--- src/rtl/chan_fifo_bank_if.sv ---
// Push/pop port bundle and status flags of the channelised FIFO bank.
interface chan_fifo_bank_if #(
    parameter int DATA_W     = 8,
    parameter int ADDR_W     = 2,
    parameter int DEPTH_LOG2 = 4
);
    localparam int CH = 2 ** ADDR_W;

    logic                  push_valid;
    logic [ADDR_W-1:0]     push_addr;
    logic [DATA_W-1:0]     push_data;
    logic                  push_ready;
    logic                  pop_req;
    logic [ADDR_W-1:0]     pop_addr;
    logic [DATA_W-1:0]     pop_data;
    logic                  pop_data_vld;
    logic [DEPTH_LOG2:0]   pop_level;
    logic [CH-1:0]         full;
    logic [CH-1:0]         empty;
    logic [CH-1:0]         almost_full;
    logic [CH-1:0]         almost_empty;
    logic [CH-1:0]         overflow;
    logic [CH-1:0]         underflow;
    logic                  clear_err;

    modport master (
        output push_valid, push_addr, push_data, pop_req, pop_addr, clear_err,
        input  push_ready, pop_data, pop_data_vld, pop_level,
        input  full, empty, almost_full, almost_empty, overflow, underflow
    );

    modport slave (
        input  push_valid, push_addr, push_data, pop_req, pop_addr, clear_err,
        output push_ready, pop_data, pop_data_vld, pop_level,
        output full, empty, almost_full, almost_empty, overflow, underflow
    );
endinterface

--- src/rtl/chan_fifo_bank.sv ---
// Bank of independent pointer-based circular FIFOs, one shared push port and one shared pop port,
// each steered to a channel by its address. Sticky overflow/underflow per channel.
module chan_fifo_bank #(
    parameter int DATA_W             = 8,
    parameter int ADDR_W             = 2,
    parameter int DEPTH_LOG2         = 4,
    parameter int ALMOST_FULL_LEVEL  = 12,
    parameter int ALMOST_EMPTY_LEVEL = 2
) (
    input  logic clk_i,
    input  logic rst_i,
    chan_fifo_bank_if.slave bus
);
    localparam int CH    = 2 ** ADDR_W;
    localparam int DEPTH = 2 ** DEPTH_LOG2;
    localparam int PW    = DEPTH_LOG2 + 1;

    logic [PW-1:0]     wr_ptr_q [CH];
    logic [PW-1:0]     wr_ptr_d [CH];
    logic [PW-1:0]     rd_ptr_q [CH];
    logic [PW-1:0]     rd_ptr_d [CH];
    logic [DATA_W-1:0] mem_q    [CH][DEPTH];

    logic [DATA_W-1:0] pop_data_q, pop_data_d;
    logic              pop_vld_q, pop_vld_d;
    logic [CH-1:0]     ovf_q, ovf_d;
    logic [CH-1:0]     udf_q, udf_d;

    logic [PW-1:0]     level [CH];
    logic [CH-1:0]     full_w, empty_w, afull_w, aempty_w;
    logic              push_acc, pop_acc;
    logic [DEPTH_LOG2-1:0] wr_idx, rd_idx;

    // Flags come straight from the pointers; the extra MSB separates full from empty.
    always_comb begin
        for (int c = 0; c < CH; c++) begin
            level[c]    = wr_ptr_q[c] - rd_ptr_q[c];
            full_w[c]   = (level[c] == PW'(DEPTH));
            empty_w[c]  = (level[c] == '0);
            afull_w[c]  = (level[c] >= PW'(ALMOST_FULL_LEVEL));
            aempty_w[c] = (level[c] <= PW'(ALMOST_EMPTY_LEVEL));
        end
    end

    assign push_acc = bus.push_valid && !full_w[bus.push_addr];
    assign pop_acc  = bus.pop_req && !empty_w[bus.pop_addr];
    assign wr_idx   = wr_ptr_q[bus.push_addr][DEPTH_LOG2-1:0];
    assign rd_idx   = rd_ptr_q[bus.pop_addr][DEPTH_LOG2-1:0];

    always_comb begin
        wr_ptr_d   = wr_ptr_q;
        rd_ptr_d   = rd_ptr_q;
        pop_data_d = pop_data_q;
        pop_vld_d  = 1'b0;
        ovf_d      = bus.clear_err ? '0 : ovf_q;
        udf_d      = bus.clear_err ? '0 : udf_q;
        if (push_acc) begin
            wr_ptr_d[bus.push_addr] = wr_ptr_q[bus.push_addr] + 1'b1;
        end
        if (pop_acc) begin
            rd_ptr_d[bus.pop_addr] = rd_ptr_q[bus.pop_addr] + 1'b1;
            pop_data_d             = mem_q[bus.pop_addr][rd_idx];
            pop_vld_d              = 1'b1;
        end
        // An error event in the same cycle as clear_err leaves the flag set.
        if (bus.push_valid && full_w[bus.push_addr]) begin
            ovf_d[bus.push_addr] = 1'b1;
        end
        if (bus.pop_req && empty_w[bus.pop_addr]) begin
            udf_d[bus.pop_addr] = 1'b1;
        end
    end

    always_ff @(posedge clk_i or posedge rst_i) begin
        if (rst_i) begin
            for (int c = 0; c < CH; c++) begin
                wr_ptr_q[c] <= '0;
                rd_ptr_q[c] <= '0;
            end
            pop_data_q <= '0;
            pop_vld_q  <= 1'b0;
            ovf_q      <= '0;
            udf_q      <= '0;
        end else begin
            wr_ptr_q   <= wr_ptr_d;
            rd_ptr_q   <= rd_ptr_d;
            pop_data_q <= pop_data_d;
            pop_vld_q  <= pop_vld_d;
            ovf_q      <= ovf_d;
            udf_q      <= udf_d;
        end
    end

    // Storage is never reset; resetting the pointers is enough to discard it.
    always_ff @(posedge clk_i) begin
        if (push_acc) begin
            mem_q[bus.push_addr][wr_idx] <= bus.push_data;
        end
    end

    assign bus.push_ready   = !full_w[bus.push_addr];
    assign bus.pop_data     = pop_data_q;
    assign bus.pop_data_vld = pop_vld_q;
    assign bus.pop_level    = level[bus.pop_addr];
    assign bus.full         = full_w;
    assign bus.empty        = empty_w;
    assign bus.almost_full  = afull_w;
    assign bus.almost_empty = aempty_w;
    assign bus.overflow     = ovf_q;
    assign bus.underflow    = udf_q;
endmodule

--- src/flat_wrapper.sv ---
// flat-port wrapper written by rule: the top's interface ports become plain ports
module chan_fifo_bank_flat 
#(
    parameter int DATA_W             = 8,
    parameter int ADDR_W             = 2,
    parameter int DEPTH_LOG2         = 4,
    parameter int ALMOST_FULL_LEVEL  = 12,
    parameter int ALMOST_EMPTY_LEVEL = 2
)
  (clk_i, rst_i, bus_push_valid, bus_push_addr, bus_push_data, bus_pop_req, bus_pop_addr, bus_clear_err, bus_push_ready, bus_pop_data, bus_pop_data_vld, bus_pop_level, bus_full, bus_empty, bus_almost_full, bus_almost_empty, bus_overflow, bus_underflow);
  chan_fifo_bank_if #(.DATA_W(DATA_W), .ADDR_W(ADDR_W), .DEPTH_LOG2(DEPTH_LOG2)) bus_i ();
  input  logic clk_i;
  input  logic rst_i;
  input wire logic [$bits(bus_i.push_valid)-1:0] bus_push_valid;
  input wire logic [$bits(bus_i.push_addr)-1:0] bus_push_addr;
  input wire logic [$bits(bus_i.push_data)-1:0] bus_push_data;
  input wire logic [$bits(bus_i.pop_req)-1:0] bus_pop_req;
  input wire logic [$bits(bus_i.pop_addr)-1:0] bus_pop_addr;
  input wire logic [$bits(bus_i.clear_err)-1:0] bus_clear_err;
  output wire logic [$bits(bus_i.push_ready)-1:0] bus_push_ready;
  output wire logic [$bits(bus_i.pop_data)-1:0] bus_pop_data;
  output wire logic [$bits(bus_i.pop_data_vld)-1:0] bus_pop_data_vld;
  output wire logic [$bits(bus_i.pop_level)-1:0] bus_pop_level;
  output wire logic [$bits(bus_i.full)-1:0] bus_full;
  output wire logic [$bits(bus_i.empty)-1:0] bus_empty;
  output wire logic [$bits(bus_i.almost_full)-1:0] bus_almost_full;
  output wire logic [$bits(bus_i.almost_empty)-1:0] bus_almost_empty;
  output wire logic [$bits(bus_i.overflow)-1:0] bus_overflow;
  output wire logic [$bits(bus_i.underflow)-1:0] bus_underflow;
  assign bus_i.push_valid = bus_push_valid;
  assign bus_i.push_addr = bus_push_addr;
  assign bus_i.push_data = bus_push_data;
  assign bus_i.pop_req = bus_pop_req;
  assign bus_i.pop_addr = bus_pop_addr;
  assign bus_i.clear_err = bus_clear_err;
  assign bus_push_ready = bus_i.push_ready;
  assign bus_pop_data = bus_i.pop_data;
  assign bus_pop_data_vld = bus_i.pop_data_vld;
  assign bus_pop_level = bus_i.pop_level;
  assign bus_full = bus_i.full;
  assign bus_empty = bus_i.empty;
  assign bus_almost_full = bus_i.almost_full;
  assign bus_almost_empty = bus_i.almost_empty;
  assign bus_overflow = bus_i.overflow;
  assign bus_underflow = bus_i.underflow;
  chan_fifo_bank #(.DATA_W(DATA_W), .ADDR_W(ADDR_W), .DEPTH_LOG2(DEPTH_LOG2), .ALMOST_FULL_LEVEL(ALMOST_FULL_LEVEL), .ALMOST_EMPTY_LEVEL(ALMOST_EMPTY_LEVEL)) u_core (.clk_i(clk_i), .rst_i(rst_i), .bus(bus_i));
endmodule
--- config.mk ---
export PLATFORM = sky130hd
export DESIGN_NAME = chan_fifo_bank_flat
export DESIGN_NICKNAME = d
export VERILOG_FILES = /design/src/rtl/chan_fifo_bank_if.sv /design/src/rtl/chan_fifo_bank.sv /design/src/flat_wrapper.sv
export SDC_FILE = /design/constraint.sdc
export NUM_CORES = 1
export LEC_CHECK = 0
export CORE_MARGIN = 2
export CORE_UTILIZATION = 50
export DETAILED_ROUTE_END_ITERATION = 12
export GPL_TIMING_DRIVEN = 0
export PLACE_DENSITY = 0.67
export SYNTH_ARGS = -nofsm -noshare
export SYNTH_HDL_FRONTEND = slang
export SYNTH_SLANG_ARGS = --single-unit
--- constraint.sdc ---
create_clock -name clk_i -period 4.25 [get_ports clk_i]
set_input_delay 1.0625 -clock clk_i [delete_from_list [all_inputs] [get_ports clk_i]]
set_output_delay 1.0625 -clock clk_i [all_outputs]
set_load 0.02 [all_outputs]
==> results of run 1 <==
-- kinds of logic (layout without fill, tap and decap cells) --
group,count (synthesis),count (layout),share of synthesized area (%)
adder cells (fa/ha/maj),25,25,1.447
AND/OR/NAND/NOR,187,187,4.356
buffers and inverters,91,255,1.890
flip-flops,569,569,70.91
multiplexers,246,246,18.19
XOR/XNOR,29,29,1.072
AO/OA/AOI/OAI,72,72,2.144
-- cells in the final DEF (no fill, tap or decap), types with 11 or more instances in the layout --
| master | synthesis | routed |
|---|---|---|
| edfxtp_1 | 512 | 512 |
| mux4_2 | 142 | 142 |
| clkbuf_16 | 0 | 57 |
| mux2_2 | 56 | 56 |
| dfrtp_1 | 57 | 55 |
| mux2i_1 | 48 | 48 |
| inv_1 | 37 | 36 |
| nor2_1 | 39 | 35 |
| nand2_1 | 28 | 28 |
| nor3_2 | 1 | 28 |
| clkdlybuf4s50_1 | 0 | 28 |
| o22ai_1 | 26 | 26 |
| buf_2 | 16 | 25 |
| clkbuf_1 | 20 | 25 |
| and3_1 | 21 | 21 |
| ha_1 | 21 | 21 |
| xnor2_1 | 16 | 12 |
| xor2_1 | 13 | 11 |
| a22o_1 | 11 | 11 |
| dlygate4sd2_1 | 0 | 11 |
-- state kept, by name, summed over array words and instances, names as in the netlist --
name,cells
u_core.bus.pop_data_vld,1
u_core.bus.underflow,4
u_core.mem_q,512
u_core.bus.overflow,4
u_core.bus.pop_data,8
u_core.wr_ptr_q,20
u_core.rd_ptr_q,20
-- final cells by class --
class,instances,area (sq um),area share [%]
well taps,607,759.5,2.788
inverters,37,138.9,0.5098
multi-input cells,559,6739,24.74
repair buffers,64,664.4,2.439
clock buffers,72,1553,5.700
clock inverters,29,265.3,0.9737
plain buffers,53,319.1,1.171
flip-flops and latches,569,16800,61.68
-- per-layer routing --
metal	vias up	GRT usage [%]	share of wire (%)
met1	6472	31.99	41
met3	110	5.844	7.9
met2	470	37.11	48
met5	-	0	0
met4	0	7.585	3.0
li1	5220	-	-
-- power by group --
part / total (mW) / switching (mW) / internal (mW) / leakage [nW]
logic: 5.42 / 3.23 / 2.20 / 3.03
clock network: 4.87 / 2.10 / 2.76 / 0.888
registers: 6.75 / 0.267 / 6.48 / 5.32
total: 17.0 / 5.60 / 11.4 / 9.24
-- repair_timing --
item / in CTS / in global routing
resized for setup: 56 / 22
endpoints found under the hold margin: 0 / 0
pin swaps: 2 / 4
buffers inserted: 2 / 0
endpoints found under the setup margin: 213 / 148
-- final timing paths --
kind                                         from                endpoint  depth (start not counted)
min in group asynchronous                   rst_i     u_core.rd_ptr_q[10]                          2
setup reg to reg               u_core.rd_ptr_q[5]    u_core.mem_q[2][117]                         11
max in group asynchronous                   rst_i      u_core.wr_ptr_q[8]                          3
hold reg to reg            u_core.bus.overflow[2]  u_core.bus.overflow[2]                          1
hold / removal             u_core.bus.overflow[2]  u_core.bus.overflow[2]                          1
setup / recovery              u_core.rd_ptr_q[10]          bus_push_ready                         11
-- stage by stage --
step / utilization (%) / power, mW
after floorplan: - / 10.02
after global placement: 53.55 / 11.85
after detailed placement: 53.96 / 11.95
after CTS: 58.21 / 16.90
after global routing: 58.39 / 17.66
final: 58.39 / 17.04
==> results.md, run 1 <==
* Ys async rst share at about a tenth
* Crit path time final at approximately 4.5 ns
* Synth cell types at 53
* GRT overflow at 0
* Failing checks: design-rule violations, negative setup slack
* Relative slew slack at between 20% and 30%
* Startpoint Class: register
* Netlist Area Pre-Place at roughly 0.024 sq mm
* Post-synth EDFFs at 512
* # IOs at 56
* Layout cells sized above 1 at 28.99%
* ANT cells at 0
* Die area at 0.04915 sq mm
* Maximum Capacitance Violations at 0
* Drt wl/cell at about 28 um
* Clock slew at reported path FFs at 0.06 ns
* Clock buffers created by TritonCTS at 56
* First-pass GRT wire length at 83280 um
* Max Freq at 224.0 MHz
* Synth Instances at 1219
* Most frequent cell after synthesis: edfxtp_1
* Root Driver: clkbuf_16
* YS warnings at 0
* Syn Nets at 1261
* Die Ht at about 220 um
* Via density at between 6 and 7
* Final WS setup at -0.2152 ns
* Vias in the first global route at 12510
* Setup slack at placement at -1.560 ns
* CTS tree: done
* Max Clock Skew at 0.02572 ns
* RSZ-0062 raised after global routing: true
* Final Cycle Share at 105.1%
* Final instance area at 0.02724 sq mm
* PortBufs at 53
* H-tree lvl count at 2
* Worst vdd ir at 0.0004599 V
* Crit-path max cell delay at 0.47 ns
* Syn_area_per_cell at 19.44 sq um
* Slew at the pin closest to its max-slew limit at between 1 and 1.5 ns
* # setup viols final at 1
* Routability Congestion at 0.9478
* Num rows at roughly 80
* Worst-path fanout max at 4
* Initial DRC Count at 1163
* Synthesized flop and latch total at 569
* Area growth, synth to finish at 14.97%
* HPWL after DPL at between 30000 and 40000 um
* Status: finished with violations
* Placed cell area at 0.02518 sq mm
* Post-route ant nets at 0
* Max-slew violations at 0
* Final #Nets at 1382
* Hold WC Path Type: register to register
* CTS max path bufs at 3
* Most instantiated cells after synthesis: edfxtp_1 (512), mux4_2 (142), dfrtp_1 (57)
* Finished Layout Cells at slightly below 2000
* Largest net degree at the start of global routing at 53
* Initial Util at 50.79%
* # hold bufs at CTS at 0
* R2R Setup Slk at 0.24 ns
* Crit. End Element: output pin
* Leak at 9.241 nW
* Cell count after placement at 1888
* Area leader, netlist: edfxtp_1
* Crit Path Class: register to output pin
* Initial DRT Pass Iterations at 9
* Sink Count at 569
* CP arrival at about 3.4 ns
* Top delay family on crit path: compound AO/OA/AOI/OAI gates
* Die X at 221.7 um
* Synth top area cells: edfxtp_1 (65%), mux4_2 (13%), dfrtp_1 (6.0%), mux2_2 (2.7%), mux2i_1 (2.0%)
* Share of the synthesized area in the top cell type at between 60 and 70%
* Initial antenna violation count at 1
* Worst skew pair latency at 0.62 ns
* Number of filler cells placed in the layout at 3458
* Crit path cell chain: ha_1 -> inv_1 -> fa_2 -> nand3b_1 -> a211o_1 -> a2111oi_2 -> a41oi_2 -> o21ai_4 -> clkbuf_8 -> nor2_1 -> buf_2
* Sequential fraction of the synthesis area at 70.91%
* Critical Path RT at 3.19 ns
* Worst Path Buf+Inv at 3
* Final Hold Vio Count at 0
* Routed WL at 56480 um
* Number of remaining DRC errors at 2
* Power Density at around 630 mW/mm^2
* Vias at about 12000
* TNS Setup at -0.2152 ns
* Core footprint at 0.04665 sq mm
* Hold slack at 0.5029 ns
* Primary FF master, synth: edfxtp_1
* GRT Overall Usage at 23.35%
* Slowest-stage cell, CP: fa_2
No activity file was read; power rests on OpenSTA's default activity.
==> inputs of run 2 (changes only) <==
--- a/config.mk
+++ b/config.mk
@@ -9,7 +9,8 @@
 export CORE_UTILIZATION = 50
 export DETAILED_ROUTE_END_ITERATION = 12
 export GPL_TIMING_DRIVEN = 0
-export PLACE_DENSITY = 0.67
+export PLACE_DENSITY_LB_ADDON = 0.3
+export REMOVE_ABC_BUFFERS = 1
 export SYNTH_ARGS = -nofsm -noshare
 export SYNTH_HDL_FRONTEND = slang
 export SYNTH_SLANG_ARGS = --single-unit
==> run 2 against run 1 <==
- the run still ends with design-rule violations, negative setup slack left
- critical path depth fell by 4
- utilization is 0.19 points lower
- non-clock buffer count shrank 39
- combinational power increased by 4.2%
- maximum frequency grew 3.0%
- worst setup slack improved by 0.13 ns
- routed wire length shrank 6.6%
- clock power down 0.8%
- sequential power barely moved
- die area did not move
- largest cell class unchanged
- largest power group unchanged
==> results.md, run 2 (synthesis gave the netlist of run 1 again) <==
* Status: finished with violations
* Failing checks: design-rule violations, negative setup slack
* Maximum Capacitance Violations at 0
* Die area at 0.04915 sq mm
* TNS Setup at -1.597 ns
* Routed WL at 52740 um
* Initial Util at 50.79%
* CTS max path bufs at 3
* Relative slew slack at 11.79%
* Power Density at 633.6 mW/mm^2
* NetSw at 5.602 mW
* Switch share at about 33%
* Number of filler cells placed in the layout at 3438
* # setup viols final at 33
* Logic gate share of total power at 32.8%
* Max Freq at between 200 and 250 MHz
* Routability Congestion at approximately 0.87
* PortBufs at 55
* First-pass GRT wire length at 78070 um
* Final WS setup at -0.08466 ns
* GRT overflow at 0
* Final Cycle Share at 102.0%
* RSZ-0062 raised after global routing: true
* Area of the multi-input gates at 0.006773 sq mm
* Vias in the first global route at 12140
* Crit Path Class: primary input to register
* # hold bufs at CTS at 0
* Crit. End Element: register
* Hold depth at 1
* Critical path startpoint: bus_push_addr[0]
* Most common cell after layout, fill and taps aside: edfxtp_1
* Die Ht at 221.7 um
* Final instance area at 0.02715 sq mm
* Slew at the pin closest to its max-slew limit at 1.313 ns
* Initial DRC Count at roughly 1200
* Root Driver: clkbuf_16
* Setup slack at placement at -1.030 ns
* Flop pwr share at 39.1%
* R2R cell count at 12
* R2R Setup Slk at 0.28 ns
* Biggest regs: u_core.mem_q (512), u_core.rd_ptr_q (20), u_core.wr_ptr_q (20)
* Critical Path RT at 4.47 ns
* Clock slew at reported path FFs at 0.06 ns
* Num rows at 79
* Worst-path fanout max at 12
* Seq. cell area at 0.01680 sq mm
* Sink Count at roughly 570
* Layout cells sized above 1 at roughly 28%
* Clock buffers created by TritonCTS at 56
* Hold WC Path Type: register to register
* Die X at 221.7 um
* P_int at 11.60 mW
* Number of remaining DRC errors at 3
* Worst skew pair latency at 0.59 ns
* Max FFs per register at approximately 510
* Max Clock Skew at 0.01738 ns
* Post-route ant nets at 0
* Leak at between 9 and 10 nW
* FF-to-FF End: u_core.mem_q[1][120]
* Final #Nets at 1343
* Core footprint at 0.04665 sq mm
* WHS Endpoint: u_core.rd_ptr_q[5]
* Final Hold Vio Count at 0
* RR Startpoint: u_core.wr_ptr_q[15]
* GRT Overall Usage at 21.51%
* Max-slew violations at 0
* Area growth, synth to finish at 14.59%
* Startpoint Class: primary input
* Via density at 6.141
* Top reg by flops: u_core.mem_q
* CTS tree: done
* Worst vdd ir at 0.0007669 V
* Crit path time final at roughly 4.3 ns
* Placed cell area at roughly 0.025 sq mm
* CP arrival at 4.55 ns
* ANT cells at 0
* Initial antenna violation count at 1
* H-tree lvl count at 2
* Initial DRT Pass Iterations at 9
* Most frequent cells in the layout: edfxtp_1 (512), mux4_2 (141), clkbuf_16 (57), dfrtp_1 (57), mux2_2 (56)
* Largest net degree at the start of global routing at 97
* Vias at 11970
* Hold wc startpoint: u_core.rd_ptr_q[5]
* Clk pwr share at 28.1%
* # IOs at 56
* Drt wl/cell at 27.06 um
* HPWL after DPL at 33600 um
## run 2: cell count changes in the layout (fill, tap and decap cells not counted), sizes merged
cell           before  now
bufinv              3    4
clkinv             22   18
clkdlybuf4s15       0    1
clkbuf             95   77
clkdlybuf4s50      28   29
buf                52   34
clkinvlp            3    1
inv                38   37
dlygate4sd2        11   10
## run 2: worst max-delay path by stage
stage / end / cells after the start
global placement: u_core.bus.pop_data[6] / 6
global route: bus_push_ready / 12
finish: u_core.mem_q[0][17] / 7
CTS: bus_push_ready / 12
detailed placement: bus_push_ready / 8
floorplan: bus_push_ready / 10
## run 2: final cells by class
| cell class | count | area share [%] |
|---|---|---|
| inverters | 37 | 0.5115 |
| flip-flops and latches | 569 | 61.87 |
| well taps | 607 | 2.797 |
| clock inverters | 23 | 0.7649 |
| repair buffers | 78 | 3.262 |
| clock buffers | 76 | 5.847 |
| multi-input cells | 559 | 24.94 |
## run 2: power by group through the flow
| stage | Combinational [mW] | Sequential [mW] | Clock, mW |
|---|---|---|---|
| final | 5.65 | 6.73 | 4.83 |
| after global routing | 5.96 | 6.76 | 5.11 |
| after CTS | 5.34 | 6.73 | 4.91 |
| after detailed placement | 5.05 | 6.84 | 0 |
| after global placement | 5.04 | 6.84 | 0 |
| after floorplan | 3.08 | 6.80 | 0 |
## run 2: routing by layer
| metal | part of all wire [%] | track usage, % |
|---|---|---|
| met1 | 42 | 31.11 |
| met4 | 3.2 | 8.065 |
| met2 | 47 | 32.88 |
| met3 | 7.2 | 4.121 |
| met5 | 0 | 0 |
## run 2: stage by stage
step                total power [mW]  cells  hold WS [ns]  utilization [%]
floorplan                      9.880   1165        0.4626                -
global route                   17.83   1949        0.5200            58.20
detailed placement             11.89   1842        0.4856            53.54
global placement               11.88   1827        0.4809            52.93
CTS                            16.98   1948        0.4984            57.83
finish                         17.20   1949        0.5023            58.20
## run 2: what timing repair did
action | 4_1_cts | 5_1_grt
pin swaps | 6 | 6
endpoints found under the setup margin | 63 | 186
gates resized for setup | 53 | 36
endpoints found under the hold margin | 0 | 0
setup buffers | 7 | 0
## run 2: critical path, cell delays in order
cell and delay (ns):
clkdlybuf4s50_1 0.90, mux4_2 0.65, inv_1 0.11, ha_1 0.20, nand2_1 0.09, nor3_1 0.90
and3_1 0.63
